$ cat src/rtl/grf_writeback_sink.sv
// General register file at the receiving end of the write-back path.
// Two combinational read ports with write-first bypass, plus a last-write echo and write counter for trace.
module grf_writeback_sink #(
  parameter int DW = 32,
  parameter int AW = 5,
  parameter int CW = 32
) (
  input  logic          clk,
  input  logic          reset,
  input  logic          WE,
  input  logic [AW-1:0] WA,
  input  logic [DW-1:0] WD,
  input  logic [AW-1:0] A1,
  input  logic [AW-1:0] A2,
  output logic [DW-1:0] RD1,
  output logic [DW-1:0] RD2,
  output logic          lw_valid,
  output logic [AW-1:0] lw_addr,
  output logic [DW-1:0] lw_data,
  output logic [CW-1:0] wr_count
);

  localparam int DEPTH = 2 ** AW;

  logic [DW-1:0] regs [0:DEPTH-1];
  logic          eff_write;

  // Writes to register 0 are discarded, so it stays zero forever.
  assign eff_write = WE && (WA != '0);

  always_ff @(posedge clk or posedge reset) begin
    if (reset) begin
      for (int i = 0; i < DEPTH; i++) begin
        regs[i] <= '0;
      end
    end else if (eff_write) begin
      regs[WA] <= WD;
    end
  end

  always_ff @(posedge clk or posedge reset) begin
    if (reset) begin
      lw_valid <= 1'b0;
      lw_addr  <= '0;
      lw_data  <= '0;
      wr_count <= '0;
    end else begin
      lw_valid <= eff_write;
      if (eff_write) begin
        lw_addr  <= WA;
        lw_data  <= WD;
        wr_count <= wr_count + CW'(1);
      end
    end
  end

  // Write-first: an in-flight write to the addressed register wins over storage.
  always_comb begin
    RD1 = '0;
    RD2 = '0;
    if (A1 != '0) begin
      RD1 = (WE && (WA == A1)) ? WD : regs[A1];
    end
    if (A2 != '0) begin
      RD2 = (WE && (WA == A2)) ? WD : regs[A2];
    end
  end

endmodule

$ cat config.mk
export PLATFORM = sky130hd
export DESIGN_NAME = grf_writeback_sink
export DESIGN_NICKNAME = d
export VERILOG_FILES = /design/src/rtl/grf_writeback_sink.sv
export SDC_FILE = /design/constraint.sdc
export NUM_CORES = 2
export LEC_CHECK = 0
export ABC_AREA = 1
export CORE_MARGIN = 1
export CORE_UTILIZATION = 40
export DETAILED_ROUTE_END_ITERATION = 6
export PLACE_DENSITY = 0.58
export SLEW_MARGIN = 20
export SYNTH_ARGS = -nofsm -noshare
export SYNTH_HDL_FRONTEND = slang
export SYNTH_SLANG_ARGS = --single-unit
export TNS_END_PERCENT = 100
$ cat constraint.sdc
create_clock -name clk -period 33.5 [get_ports clk]
set_clock_uncertainty 0.05 [all_clocks]
set_input_delay 5.025 -clock clk [delete_from_list [all_inputs] [get_ports clk]]
set_output_delay 5.025 -clock clk [all_outputs]
set_load 0.02 [all_outputs]
# After elaboration in Yosys (flattened, before gate mapping)
# Cells that the tools add are included.
# word_totals
regBits	1094
output_inout_bits	134
# classes
addsub	1
n_reduce_logical	7
bitwise	3
mux	13
n_eq_ne	2
order_cmp	4
# op_table
op	count
$bwmux W1024	1
$bmux W32 S5	2
$mux W32	9
$demux W32 S5	1
$add A32 B1 Y32 const B	1
$ge A6 B6 Y1 const B	3
$not A5 Y6	3
$reduce_bool A5 Y1	3
$eq A5 B5 Y1	2
$lt A6 B1 Y1 const B	1
$logic_and A1 B1 Y1	4

# Longest topological paths before layout
# logic_depth
depth_word	6
ltp_mapped	13

# Worst setup path after synthesis
# No wires, ideal clock.
# synth_timing
path_kind	input to output
start	in A1[0]
end	out RD1[17]
path_buffers	3
cell_stages	10
slack_ns	21.860
arrival_time_ns	6.565
required_ns	28.425
cell_sequence	buf_2 -> inv_1 -> buf_2 -> o22ai_1 -> a21oi_1 -> nand3_1 -> inv_1 -> clkbuf_1 -> nand2_1 -> a21oi_1
# synth_between
elab_chain_cells	6
elab_cells_between_ends	9
# synth_lines
element	line	source
start: declaration	13	input logic [AW-1:0] A1,
$not A5 Y6 (implied by the code)	62	RD1 = (WE && (WA == A1)) ? WD : regs[A1];
$bmux W32 S5	62	
$mux W32 (implied by the code) (2 in a row)	62	
$mux W32	62	
$mux W32 (*)	61	if (A1 != '0) begin
end: declaration	15	output logic [DW-1:0] RD1,
# Mark *: on every way between the ends. The rest lies on a longest branch, timed or not. The select of a mux whose other input is x is not followed.

# Final worst setup path
# layout_timing
start	in A1[0]
end	out RD1[18]
# Same word-level chain as after synthesis.

==> impl_results.md <==
- Status: complete, no violations
- Vias per cell: 5.903
- Setup ws final: 18.63 ns
- Worst Hold Class: flop to flop
- Critical path, cell by cell: buf_8, inv_2, buf_4, o22ai_1, a21oi_1, nand3_2, buf_4, inv_1, a21oi_1, a21oi_1, clkdlybuf4s50_1
- Clock sink total: about 1100
- Met1 usage: 0.4431
- Post-Syn Area: 60430 µm²
- Setup_tns: 0 ns
- Fin util: 0.4477
- Initial antenna violation count: 6
- Nets: 7996
- R2R Setup Slk: 31.41 ns
- Sequential fraction of the synthesis area: 0.4531
- RSZ-0062 raised after global routing: no
- Reg2reg start: wr_count[2]
- Max clock buf depth: 3
- Synth Instances: 8297
- Worst hold path depth: 0
- Die height: 390.7 µm
- Final worst path period need: 14.87 ns
- Logic pwr share: 0.203
- Final Slew Violations: 0
- DR DRC count: 0
- Ys Warns: 0
- Gr busiest metal: met2
- Largest net degree at the start of global routing: 195
- CP required: 28.42 ns
- Switching Share: 0.3234
- Worst hold start: regs[998]
- CP max stage cell: inv_1
- Post-synth EDFFs: 0
- Critical path endpoint category: output pin
- Vias: 59400
- DRT Pass-1 Iters: 6
- FFs w/ async S/R, synth: 1.000
- Unique masters post-synth: 30
- Antenna Nets Post-Route: 0
- Critical Path Fanout Max: 74
- Cell area after layout: 67140 µm²
- CTS Root Cell: clkbuf_16
- Fmax: between 60 and 70 MHz
- FF+latch count, synth: 1094
- CTS tree: yes
- Post-CTS setup buffers: 0
- Total gr overflow: 0
- Layout area overhead: 11.11%
- Vias in the first global route: 54860
- NetSw: 1.280 mW
- Met3 Use GR: 0.06443
- Die area: 152600 µm²
- Boundary pin count: 184
- Internal: about 2.7 mW
- Starting Density: 0.4030
- MaxCap Viol Count: 0
- Tot GR Track Use: 0.3206
- Cells resized by post-CTS repair: 0
- Power Density: about 59 nW/µm²
- Hpwl dp: 135500 µm
- Crit path DAT: 9.80 ns
- Die width: 390.7 µm
- Maximum level of the CTS H-tree: 4
- Core ar.: 150000 µm²
- Crit share post-route: 0.4440
- Ys flop type: dfrtp_1
- CTS Buf Count: 131
- Actual slew at the worst max-slew pin: 1.235 ns
- Final hold vios: 0
- Worst reg2reg path depth: 6
- Fillcell total: 15310
- Critical path's largest stage delay: between 0.9 and 1 ns
- Fraction of layout cells with a size suffix above 1: 0.05507
- Most used cell, CP: a21oi_1
- Routed length per instance: 24.53 µm
- Seq pwr share: 0.433
- I/O Buffers: 183
- Max VDD drop: 0.00004598 V
- Clock-pin slew on the worst setup and hold paths: ~0.060 ns
- Avg Cell Area, Syn: 7.283 µm²
- R2R Path End: wr_count[21]
- Worst slack, placed: ~19 ns
- Row count: 142
- Met2 GRT Util: 0.4900
- Crit path kind: primary input to output pin
- WL final: 246800 µm
- Clock group share of total power: 0.363
- Setup violations, final: 0
- First-pass GRT wire length: approximately 370000 µm
- Clk_lat worst skew: 0.77 ns
- 1st-iter DRT viols: 8036
- Rel. slew slack: 0.1758
- CP top delay family: buffers and inverters
- Buf/Inv on CP: 6
- Post-DP Area: 62840 µm²
- Worst hold path endpoint: regs[998]
- Gp weighted congestion: 0.8806
- Type of origin of the critical path: primary input
- Post-Syn Nets: ~8300
- Hold-fix buffers, CTS: 0
- Pleak: 30.77 nW
power groups by stage:
stage                     Clock, mW  Sequential (mW)  Combinational [mW]
after global routing           1.51             1.74               0.908
after detailed placement          0             1.73               0.792
after CTS                      1.46             1.71               0.795
after floorplan                   0             1.71               0.553
final                          1.44             1.72               0.804
after global placement            0             1.73               0.777
layout by cell type (no fill, tap or decap), types with 11 or more instances in the layout:
master	count
o21ai_0	1176
a21oi_1	355
or2_2	63
nor2_1	260
xor2_1	22
dfrtp_1	1094
o21ai_1	280
nand4_1	11
clkbuf_1	31
nor3_1	26
nand3_1	807
clkdlybuf4s50_1	173
inv_2	16
inv_1	633
clkbuf_8	23
o211ai_1	534
buf_4	96
nand2_4	26
inv_6	14
nand2_1	2167
clkinv_2	22
clkbuf_16	133
layout make-up:
type | instances | area, µm² | share of cell area
timing repair buffer | 286 | 2731 | 0.04068
multi-input combinational | 5775 | 27770 | 0.4137
tap | 2016 | 2522 | 0.03757
inverter | 657 | 2490 | 0.03709
clock buffer | 187 | 3761 | 0.05602
sequential | 1094 | 27380 | 0.4078
antenna | 3 | 7.507 | 0.0001118
clock inverter | 45 | 475.5 | 0.007082
routing by layer:
layer  routed length, µm  part of all wire
met4               10960             0.044
met1              102700              0.42
met3               26470              0.11
met5                  24          0.000097
met2              106600              0.43
registers in the layout (all words and copies together), names as in the netlist:
name	flops
lw_data	32
lw_valid	1
wr_count	32
lw_addr	5
regs	1024
per-stage QoR:
step	hold WS [ns]	power, mW	instances
after floorplan	0.3790	2.263	8297
after global placement	0.3170	2.502	9827
after detailed placement	0.3156	2.522	9827
after CTS	0.3290	3.961	10060
after global routing	0.3455	4.161	10060
final	0.3262	3.958	10060
cell usage after synthesis, types with 3 or more instances:
library cell	n	area share
nand2_1	2190	0.14
o21ai_0	1176	0.097
dfrtp_1	1094	0.45
nand3_1	809	0.067
inv_1	645	0.040
clkbuf_1	546	0.034
o211ai_1	534	0.066
a21oi_1	355	0.029
o21ai_1	280	0.023
nor2_1	262	0.016
buf_2	150	0.012
buf_1	75	0.0047
or2_2	63	0.0065
nor3_1	26	0.0022
xor2_1	22	0.0032
nand4_1	11	0.0011
inv_2	10	0.00062
o22ai_1	8	0.00083
a211oi_1	7	0.00087
nand2_2	7	0.00072
xnor2_1	7	0.0010
nor3_2	4	0.00066
nor2_2	3	0.00031
nor4_4	3	0.0011
cells by family (layout without fill, tap and decap cells):
family | after synthesis | in the layout | share of synthesized area
fa+ha+maj | 1 | 1 | 0.0002070
flops | 1094 | 1094 | 0.4531
simple gates | 3385 | 3385 | 0.2327
xor+xnor | 29 | 29 | 0.004203
compound gates | 2360 | 2360 | 0.2180
buf+inv | 1428 | 1175 | 0.09181
other cells | 0 | 3 | 0
how the worst max path moves through the flow:
| stage | start | to | slack [ns] | cells after the start |
|---|---|---|---|---|
| after global placement | A2[0] | RD2[17] | 18.94 | 13 |
| after floorplan | reset | lw_addr[0] | 13.33 | 1 |
| after detailed placement | A1[0] | RD1[18] | 18.83 | 11 |
| final | A1[0] | RD1[18] | 18.63 | 11 |
| after global routing | A1[0] | RD1[26] | 18.52 | 12 |
| after CTS | A1[0] | RD1[18] | 18.82 | 11 |
(Power assumes the default switching activity.)
